`config.mk`:
```
export PLATFORM = sky130hd
export DESIGN_NAME = data_ram
export DESIGN_NICKNAME = d
export VERILOG_FILES = /design/src/rtl/data_ram.sv
export SDC_FILE = /design/constraint.sdc
export NUM_CORES = 2
export LEC_CHECK = 0
export CAP_MARGIN = 20
export CORE_UTILIZATION = 57
export CTS_CLUSTER_DIAMETER = 40
export DETAILED_ROUTE_END_ITERATION = 8
export PLACE_DENSITY = 0.8
export SYNTH_ARGS = -nofsm -noshare
export SYNTH_HDL_FRONTEND = slang
export SYNTH_SLANG_ARGS = --single-unit
export TNS_END_PERCENT = 1
```
`constraint.sdc`:
```
create_clock -name clk -period 2.1 [get_ports clk]
set_input_delay 0.21 -clock clk [delete_from_list [all_inputs] [get_ports clk]]
set_output_delay 0.21 -clock clk [all_outputs]
set_load 0.005 [all_outputs]
```
`src/rtl/data_ram.sv`:
```
// data_ram -- parametrised synchronous data memory for the MIPS datapath.
//
// Word-addressed RAM with byte-lane writes, a registered read pipeline of
// READ_LAT stages with a valid strobe, sticky out-of-range detection and an
// optional post-reset clearing sweep.
//
// Optional feature macro: DATA_RAM_INIT_CLEAR_EN
//   defined   : after reset an INIT sweep writes zero to every word, one per
//               cycle, with ready=0; ready rises DEPTH edges after reset.
//   undefined : no sweep, ready is tied high, contents undefined until written.
//
// Ports
//   clk        : clock, all state changes on the rising edge
//   rst_n      : asynchronous active-low reset
//   memRead    : read request (sampled when ready=1)
//   memWrite   : write request (sampled when ready=1)
//   addr       : word address
//   byteEn     : per-byte write enable, bit i covers bits [8i+7:8i]
//   writeData  : write data
//   readData   : read data, zero unless readValid=1
//   readValid  : one-cycle strobe per accepted read
//   ready      : block accepts requests
//   addrErr    : sticky flag, set by any accepted access with addr >= DEPTH
module data_ram #(
  parameter int DATA_W   = 16,
  parameter int ADDR_W   = 8,
  parameter int DEPTH    = 256,
  parameter int READ_LAT = 1
) (
  input  logic                  clk,
  input  logic                  rst_n,
  input  logic                  memRead,
  input  logic                  memWrite,
  input  logic [ADDR_W-1:0]     addr,
  input  logic [DATA_W/8-1:0]   byteEn,
  input  logic [DATA_W-1:0]     writeData,
  output logic [DATA_W-1:0]     readData,
  output logic                  readValid,
  output logic                  ready,
  output logic                  addrErr
);

  localparam int NB   = DATA_W / 8;
  localparam int LAST = READ_LAT - 1;

  logic [DATA_W-1:0] mem [DEPTH];

  logic in_range;
  logic rd_acc;
  logic wr_acc;

  // One extra bit so DEPTH == 2**ADDR_W compares correctly.
  assign in_range = ({1'b0, addr} < (ADDR_W+1)'(DEPTH));
  assign rd_acc   = ready & memRead;
  assign wr_acc   = ready & memWrite;

`ifdef DATA_RAM_INIT_CLEAR_EN
  typedef enum logic {INIT, RUN} state_t;

  state_t            state;
  logic [ADDR_W-1:0] clr_cnt;
  logic              ready_q;

  always_ff @(posedge clk or negedge rst_n) begin
    if (!rst_n) begin
      state   <= INIT;
      clr_cnt <= '0;
      ready_q <= 1'b0;
    end else begin
      case (state)
        INIT: begin
          if (clr_cnt == ADDR_W'(DEPTH - 1)) begin
            state   <= RUN;
            ready_q <= 1'b1;
          end else begin
            clr_cnt <= clr_cnt + 1'b1;
          end
        end
        RUN:     ;
        default: state <= INIT;
      endcase
    end
  end

  assign ready = ready_q;
`else
  assign ready = 1'b1;
`endif

  // Array write port: no reset, contents survive rst_n.
  always_ff @(posedge clk) begin
`ifdef DATA_RAM_INIT_CLEAR_EN
    if (state == INIT) begin
      mem[clr_cnt] <= '0;
    end else
`endif
    if (wr_acc && in_range) begin
      for (int unsigned i = 0; i < NB; i++) begin
        if (byteEn[i]) begin
          mem[addr][8*i +: 8] <= writeData[8*i +: 8];
        end
      end
    end
  end

  // Read pipeline. Stage 0 samples the array at the accept edge with
  // non-blocking semantics, so a same-edge write is not seen (read-first).
  logic              pv [READ_LAT];
  logic [DATA_W-1:0] pd [READ_LAT];

  always_ff @(posedge clk or negedge rst_n) begin
    if (!rst_n) begin
      for (int unsigned i = 0; i < READ_LAT; i++) begin
        pv[i] <= 1'b0;
        pd[i] <= '0;
      end
    end else begin
      pv[0] <= rd_acc;
      pd[0] <= (rd_acc && in_range) ? mem[addr] : '0;
      for (int unsigned i = 1; i < READ_LAT; i++) begin
        pv[i] <= pv[i-1];
        pd[i] <= pd[i-1];
      end
    end
  end

  always_ff @(posedge clk or negedge rst_n) begin
    if (!rst_n) begin
      addrErr <= 1'b0;
    end else if ((rd_acc || wr_acc) && !in_range) begin
      addrErr <= 1'b1;
    end
  end

  assign readValid = pv[LAST];
  assign readData  = pv[LAST] ? pd[LAST] : '0;

endmodule

```
==> impl_metrics.json <==
{
  "fp.dieH_microns": 531,
  "clock-sinks": 4113,
  "arrival_ns": 3.40,
  "post_synth_inst_count": 7572,
  "die_w_microns": 531,
  "leakage_uw": 0.0620,
  "dp_hpwl_mm": 267,
  "coreArea_sq_um": 277000,
  "multi_input_area_sq_um": 36700,
  "yosysUniqueCellTypes": 53,
  "drt_first_pass_iters": 8,
  "ys_ff_latch": 4113,
  "grt_pass1_vias": 89619,
  "max_cap_violations": 0,
  "ios": 49,
  "layout-drive-gt1-share_pct": 35.6,
  "grt_usage_pct": 31.8,
  "timing.rr.end": "pd[7]$_DFF_PN0_",
  "drt_iter0_drc": 13569,
  "drc_errors": 0,
  "yosysWarnings": 0,
  "crit_type": "register to register",
  "slew_violations": 0,
  "fin_crit_ns": 2.62,
  "synth_edf_count": 4096,
  "syn_area_sq_um": 159000,
  "gp_congestion": 0.949,
  "num-nets-final": 8724,
  "clock_skew_ns": 0.0557,
  "port_buffers": 46,
  "crit_path_start_kind": "register",
  "root_buffer": "clkbuf_16",
  "wirelength_mm": 448,
  "post_cts_buffers": 0,
  "fin_util_pct": 69.3,
  "slowest_stage": "mux4_2",
  "cp.required_ns": 2.88,
  "synthFlopType": "edfxtp_1",
  "start_util_pct": 57.5,
  "dieArea_sq_um": 282000,
  "syn_to_final_growth_pct": 20.6,
  "min-delay-path-class": "primary input to register",
  "relSlewSlack_pct": 27.3,
  "fillers": 15014,
  "rr_startpoint": "mem[113][7]$_DFFE_PP_",
  "antenna_found_initial": 20,
  "tightest_slew_ns": 1.09,
  "violations": "setup timing",
  "cp_cell_sequence": "mux4_2 -> mux4_2 -> a22o_4 -> a211o_1 -> a31oi_1 -> buf_4 -> a21oi_2",
  "hold_ws_ns": 0.147,
  "endpoint_kind": "register",
  "dr_total_vias": 87650,
  "min_path_cells": 2,
  "cts_buffers": 453,
  "core.rowCount": 193,
  "clk_pin_slew_ns": 0.06,
  "grt_pass1_wl_mm": 638,
  "fmax_ghz": 0.381,
  "cts_tree": "built",
  "fin_crit_sh_pct": 125,
  "crit_fanout": 1,
  "seq_area_sq_um": 123000,
  "irDropWorstVdd_uv": 839,
  "crit_top_cell": "mux4_2",
  "timing.final.ws_setup_ns": -0.522,
  "hold_viol_final": 0,
  "reg2reg_slack_ns": -0.52,
  "cts-htree-levels": 5,
  "path_delay_family": "multiplexers",
  "clk-insertion-delay-late_ns": 0.94,
  "ant_nets": 0,
  "avgViaCountPerCell": 6.85,
  "ff2ff_path_depth": 7,
  "hold_path.startpoint": "writeData[11]",
  "wire_per_inst_microns": 35.0,
  "power_density_nw_per_um2": 937,
  "path_buf_inv": 1,
  "syn_avg_cell_area_sq_um": 21.1,
  "syn-num-nets": 7602,
  "p_total_uw": 180000,
  "grt_start_max_net_pins": 116,
  "rsz0062_at_grt": "yes",
  "async_reset_ff_share_pct": 0.413,
  "setup_violations": 29,
  "globalRouteOverflowTotal": 0,
  "yosysSeqAreaShare_pct": 77.4,
  "status": "finished with violations",
  "worstHoldEndpoint": "mem[177][11]$_DFFE_PP_",
  "cts_buffer_depth": 4,
  "slowest_delay_ns": 0.52
}
## worst register-to-register path: stages, from the launching register on
cell and delay [ns]:
edfxtp_1 0.44, mux4_2 0.52, mux4_2 0.51, a22o_4 0.29, a211o_1 0.31, a31oi_1 0.17
buf_4 0.16, a21oi_2 0.05
## registers in the layout, indices dropped and copies added, names as in the netlist
register,flops
mem,4096
readValid,1
pd,16
## worst max-delay path by stage
| stage | startpoint | endpoint | depth (start not counted) |
|---|---|---|---|
| after CTS | mem[113][7]$_DFFE_PP_ | pd[7]$_DFF_PN0_ | 7 |
| after detailed placement | addr[0] | pd[14]$_DFF_PN0_ | 10 |
| final | mem[113][7]$_DFFE_PP_ | pd[7]$_DFF_PN0_ | 7 |
| after floorplan | addr[0] | mem[170][0]$_DFFE_PP_ | 11 |
| after global placement | addr[0] | pd[14]$_DFF_PN0_ | 11 |
| after global routing | mem[113][7]$_DFFE_PP_ | pd[7]$_DFF_PN0_ | 7 |
## layout by cell type (no fill, tap or decap), types with 33 or more instances in the layout
cell type / netlist / routed
edfxtp_1: 4096 / 4096
mux4_2: 887 / 887
buf_4: 49 / 829
clkbuf_16: 0 / 459
mux2i_1: 445 / 443
nor2_4: 0 / 324
buf_12: 0 / 275
a22oi_1: 174 / 174
nor2_1: 530 / 150
nand3_1: 160 / 134
a21oi_1: 80 / 70
clkinv_2: 0 / 63
o22ai_1: 63 / 62
clkbuf_1: 250 / 61
clkinvlp_4: 0 / 60
o2111ai_1: 61 / 59
nor2_2: 0 / 56
clkinv_1: 0 / 56
a31oi_1: 59 / 52
a22o_1: 59 / 51
nand2_1: 66 / 49
o211ai_1: 48 / 48
o21ai_0: 47 / 45
bufinv_16: 0 / 44
inv_6: 0 / 36
clkinv_4: 0 / 36
and3_1: 33 / 33
## cells in the mapped netlist (33+ instances only)
cell	count	area, sq um
a21oi_1	80	400
a22o_1	59	517
a22oi_1	174	1310
a31oi_1	59	369
and3_1	33	206
buf_2	152	761
buf_4	49	368
clkbuf_1	250	938
edfxtp_1	4096	123000
mux2i_1	445	4450
mux4_2	887	20000
nand2_1	66	248
nand3_1	160	801
nor2_1	530	1990
o2111ai_1	61	534
o211ai_1	48	360
o21ai_0	47	235
o22ai_1	63	394
## per-stage QoR
step	setup TNS (ns)	instance area, sq um	setup slack [ns]	instances
2_1_floorplan	-1261.22	162000	-0.356	7572
3_3_place_gp	-1588.06	177000	-1.27	11929
3_5_place_dp	-1799.69	177000	-1.23	11929
4_1_cts	-10.29	192000	-0.492	12781
5_1_grt	-10.61	192000	-0.533	12785
6_report	-9.73	192000	-0.522	12792
## cell families (layout without fill, tap and decap cells)
group,Yosys count,in the layout,synth area share (%)
buffers and inverters,502,2006,1.51
AND/OR/NAND/NOR,901,901,2.50
AO/OA/AOI/OAI,715,715,3.23
flip-flops,4113,4113,77.4
other,2,13,0.00471
multiplexers,1339,1339,15.4
## report_power, final
group	leakage, uW	total, uW	switching (uW)	internal (uW)
sequential	0.0370	90600	176	90400
combinational	0.0178	9940	6080	3870
clock	0.00718	79700	33700	46000
## layer usage
| metal | vias up | track usage, % | share of wire [%] |
|---|---|---|---|
| li1 | 34132 | - | - |
| met4 | 16 | 17.8 | 6.7 |
| met3 | 1531 | 7.10 | 12 |
| met5 | - | 0 | 0.025 |
| met1 | 44786 | 40.2 | 33 |
| met2 | 7185 | 51.4 | 49 |
## final cells by class
cell class                      instances  share of cell area [%]
Tap cell                             3705                    2.41
Antenna cell                           11                  0.0143
Clock inverter                        315                    1.70
Multi-Input combinational cell       2957                    19.1
Clock buffer                          522                    6.11
Timing Repair Buffer                 1165                    6.47
Inverter                                4                 0.00781
Sequential cell                      4113                    64.2
## timing repair
action	4_1_cts	5_1_grt
setup endpoints to repair	33	30
gates resized for setup	60	9
hold buffers	17	0
hold endpoints to repair	1518	0
pin swaps	26	9
Power figures use the tool's default switching activity.
